<file path="src/rtl/comment_strip.sv">
// Overwrites C comments in an ASCII stream with FILL, with a fixed two-cycle latency.
// Optional WS_NORM_EN: code bytes that are tab, LF or CR are emitted as a space.
module comment_strip #(
    parameter logic [7:0] FILL = 8'h20
) (
    input  logic       clk,
    input  logic       reset,
    input  logic [7:0] in,
    output logic [7:0] out,
    output logic       in_comment
);

    localparam logic [7:0] SLASH_CH = 8'h2F;
    localparam logic [7:0] STAR_CH  = 8'h2A;
    localparam logic [7:0] NL_CH    = 8'h0A;

    typedef enum logic [2:0] {
        CODE,
        SLASH,
        LINE,
        BLOCK,
        STAR
    } state_t;

    state_t     r_state;
    logic [7:0] r_hold;
    logic       r_blank;

    state_t     w_nextState;
    logic       w_nextBlank;
    logic       w_kill;
    logic [7:0] w_codeByte;

    // The held byte is only blanked retroactively when it is the '/' that opens a comment.
    always_comb begin
        w_kill      = (r_state == SLASH) && ((in == SLASH_CH) || (in == STAR_CH));
        w_nextState = r_state;
        w_nextBlank = 1'b0;
        case (r_state)
            CODE: begin
                if (in == SLASH_CH) begin
                    w_nextState = SLASH;
                end
            end
            SLASH: begin
                if (in == SLASH_CH) begin
                    w_nextState = LINE;
                    w_nextBlank = 1'b1;
                end else if (in == STAR_CH) begin
                    w_nextState = BLOCK;
                    w_nextBlank = 1'b1;
                end else begin
                    w_nextState = CODE;
                end
            end
            LINE: begin
                if (in == NL_CH) begin
                    w_nextState = CODE;
                end else begin
                    w_nextBlank = 1'b1;
                end
            end
            BLOCK: begin
                w_nextBlank = 1'b1;
                if (in == STAR_CH) begin
                    w_nextState = STAR;
                end
            end
            STAR: begin
                w_nextBlank = 1'b1;
                if (in == SLASH_CH) begin
                    w_nextState = CODE;
                end else if (in == STAR_CH) begin
                    w_nextState = STAR;
                end else begin
                    w_nextState = BLOCK;
                end
            end
            default: begin
                w_nextState = CODE;
            end
        endcase

        w_codeByte = r_hold;
`ifdef WS_NORM_EN
        if ((r_hold == 8'h09) || (r_hold == 8'h0A) || (r_hold == 8'h0D)) begin
            w_codeByte = 8'h20;
        end
`endif
    end

    always_ff @(posedge clk) begin
        if (reset) begin
            r_state    <= CODE;
            r_hold     <= FILL;
            r_blank    <= 1'b0;
            out        <= FILL;
            in_comment <= 1'b0;
        end else begin
            out        <= (r_blank || w_kill) ? FILL : w_codeByte;
            in_comment <= r_blank || w_kill;
            r_hold     <= in;
            r_blank    <= w_nextBlank;
            r_state    <= w_nextState;
        end
    end

endmodule

</file>
<file path="config.mk">
export PLATFORM = sky130hd
export DESIGN_NAME = comment_strip
export DESIGN_NICKNAME = d
export VERILOG_FILES = /design/src/rtl/comment_strip.sv
export SDC_FILE = /design/constraint.sdc
export NUM_CORES = 1
export LEC_CHECK = 0
export ABC_CLOCK_PERIOD_IN_PS = 1150
export BUFFER_PORTS_ARGS = -buffer_cell sky130_fd_sc_hd__buf_4
export CAP_MARGIN = 20
export CORE_UTILIZATION = 44
export CTS_CLUSTER_SIZE = 25
export DETAILED_ROUTE_END_ITERATION = 8
export PLACE_DENSITY = 0.7
export SETUP_SLACK_MARGIN = 0.3
export SLEW_MARGIN = 40
export SYNTH_ARGS = -nofsm -noshare
export SYNTH_HDL_FRONTEND = slang
export SYNTH_SLANG_ARGS = --single-unit
export TNS_END_PERCENT = 1
</file>
<file path="constraint.sdc">
create_clock -name clk -period 1.15 [get_ports clk]
set_input_delay 0.115 -clock clk [delete_from_list [all_inputs] [get_ports clk]]
set_output_delay 0.115 -clock clk [all_outputs]
set_load 0.005 [all_outputs]
</file>
==> flow_metrics.env <==
export IMPL_synth_compound_area_share_pct=12.2
export IMPL_syn_nets=84
export IMPL_finalPower_uw=1220
export IMPL_leakage_uw=0.000451
export IMPL_finalHoldViolCount=0
export IMPL_holdPathEnd="r_hold[7]"
export IMPL_area_delta_synth_final_pct=35.1
export IMPL_synth_area_mux_share_pct=0
export IMPL_overflow=0
export IMPL_core_area_mm2=0.00158
export IMPL_irDropWorstVdd_v=0.000524
export IMPL_rr_worst_depth=4
export IMPL_synth_top_family_by_area="simple AND/OR/NAND/NOR gates"
export IMPL_dr_pass1_iters=6
export IMPL_gp_congestion=0.803
export IMPL_synth_cell_types=29
export IMPL_via_per_inst=5.03
export IMPL_tns_ns=-0.912
export IMPL_max_cap_violations=0
export IMPL_fmax_mhz=799
export IMPL_synth_warnings=0
export IMPL_dp_hpwl_mm=1.05
export IMPL_worstMarginPinSlew_ns=0.373
export IMPL_period_share_pct=109
export IMPL_reg2reg_setup_slack_ns=-0.10
export IMPL_drt_iter0_drc=7
export IMPL_hp_class="input port to flip-flop"
export IMPL_synth_seq_cells=21
export IMPL_syn_instance_count=74
export IMPL_r2r_end="out[6]"
export IMPL_skew_ns=0.00203
export IMPL_worstPathArrival_ns=1.45
export IMPL_synth_common_cells="dfxtp_1 (21), and2_1 (7), nor2b_1 (7), nor2_1 (4)"
export IMPL_ys_flop_type="dfxtp_1"
export IMPL_fillers=130
export IMPL_grt_pass1_wl_mm=2.30
export IMPL_cp_end_kind="flip-flop"
export IMPL_grt_use_total_pct=16.2
export IMPL_crit_fanout=8
export IMPL_synth_adder_area_share_pct=0
export IMPL_reg2reg_from="r_state[1]"
export IMPL_synth_simple_area_share_pct=30.7
export IMPL_synth_top_area_share_pct=54.5
export IMPL_fin_crit_ns=1.25
export IMPL_antenna_cells=0
export IMPL_rsz0062_at_grt="true"
export IMPL_status="finished with violations"
export IMPL_synth_most_common_cell="dfxtp_1"
export IMPL_htreeDepth=1
export IMPL_violations="setup timing"
export IMPL_post_synth_instance_area_um2=771
export IMPL_numPortBuffers=18
export IMPL_synthXorXnorAreaFrac_pct=1.14
export IMPL_power_density_mw_per_mm2=1170
export IMPL_synth_area_per_cell_um2=10.4
export IMPL_worst_endpoint_required_ns=1.35
export IMPL_grt_pass1_vias=533
export IMPL_die_area_mm2=0.00192
export IMPL_synth_edf_count=0
export IMPL_ys_async_sr_fraction_pct=0
export IMPL_cts_tree="built"
export IMPL_final_antenna_net_count=0
export IMPL_worstSkewPairLatency_ns=0.29
export IMPL_start_util_pct=48.9
export IMPL_synth_top_area_cell="dfxtp_1"
export IMPL_grt_max_degree=13
export IMPL_cts_num_sinks=21
export IMPL_drc=0
export IMPL_drt_wl_total_mm=1.30
export IMPL_nNetsFinal=115
export IMPL_vias=604
export IMPL_slew_violations=0
export IMPL_worst_setup_path_type="flip-flop to flip-flop"
export IMPL_max_clock_path_buffers=2
export IMPL_ioPinCount=19
export IMPL_crit_start="r_state[1]"
export IMPL_start_kind="flip-flop"
export IMPL_antenna_found_initial=0
export IMPL_netlist_top_cells_area="dfxtp_1 (55%), and2_1 (5.7%), nor2b_1 (5.7%)"
export IMPL_clkTransAtPathRegs_ns=0.11
export IMPL_placementRows=14
export IMPL_clockRootBuffer="clkbuf_4"
export IMPL_die_width_um=43.9
export IMPL_wire_per_inst_um=10.8
export IMPL_cts_hold_buf=0
export IMPL_setup_viol=12
export IMPL_worst_slack_ns=-0.101
export IMPL_cts_buffers=3
export IMPL_hold_path_depth=2
export IMPL_drive_above_1_share_pct=39.4
export IMPL_hold_start="in[7]"
export IMPL_ys_seq_area_share_pct=54.5
export IMPL_die_y_um=43.9
export IMPL_slew_headroom_pct=75.1
==> layout by cell type (no fill, tap or decap), types with 2 or more instances in the layout <==
cell type,count
a31oi_1,3
and2_1,7
buf_4,26
clkbuf_4,3
dfxtp_1,19
dfxtp_2,2
inv_1,2
nand2_1,3
nor2_1,4
nor2b_1,7
nor3_1,2
o21ai_0,3
or3b_1,2
==> cell type report <==
class | count | area, um2 | area share [%]
clock buffers | 3 | 22.5 | 2.16
well taps | 16 | 20.0 | 1.92
flip-flops and latches | 21 | 423 | 40.6
inverters | 2 | 7.51 | 0.721
repair buffers | 27 | 206 | 19.8
clock inverters | 1 | 5.00 | 0.481
multi-input cells | 50 | 357 | 34.3
==> per-layer routing <==
layer  vias to the layer above  track usage, %  routed length [um]
met5                         -               0                   0
met3                         2            3.75                  59
met2                        14            26.3                 633
met4                         0            7.27                   9
met1                       275            20.3                 593
li1                        313               -                   -
==> cells by family (layout without fill, tap and decap cells) <==
logic type / count (synthesis) / in the layout
AOI/OAI and AO/OA: 12 / 12
xor gates and xnor gates: 1 / 1
and+or+nand+nor: 37 / 37
buffers and inverters: 3 / 33
DFF: 21 / 21
==> worst max-delay path, cell delays in order, from the launching register on <==
cell      delay [ns]
dfxtp_2         0.36
nand4b_1        0.26
nor3_4          0.21
a311oi_4        0.16
and2_1          0.17
==> registers in the layout (all words and copies together), names as in the netlist <==
register / count
out: 8
r_blank: 1
r_state: 3
in_comment: 1
r_hold: 8
==> per-stage QoR <==
step	hold WS (ns)	setup slack (ns)	cell area, um2	cells	utilization [%]
after floorplan	0.222	0.0166	779	74	-
after global placement	0.345	-0.158	998	116	63.3
after detailed placement	0.353	-0.167	998	116	63.3
final	0.0492	-0.101	1040	120	66.0
after global routing	0.0304	-0.187	1040	120	66.0
after CTS	0.0462	-0.0956	1030	120	65.3
==> worst max path at each step <==
stage,end,cells past startpoint
after floorplan,out[0],4
after global placement,out[7],5
after detailed placement,out[6],5
final,out[6],4
after CTS,out[6],4
after global routing,out[6],4
==> what timing repair did <==
action | 4_1_cts | 5_1_grt
resized for setup | 1 | 2
buffers inserted | 0 | 0
pin swaps | 5 | 0
gates cloned | 0 | 0
setup endpoints to repair | 17 | 22
==> where the power goes <==
group / switching [uW] / internal [uW] / leakage (uW)
Sequential: 5.78 / 753 / 0.000174
Clock: 205 / 129 / 0.0000177
Combinational: 54.0 / 71.4 / 0.000260
Total: 265 / 954 / 0.000451
Power figures use the tool's default switching activity.
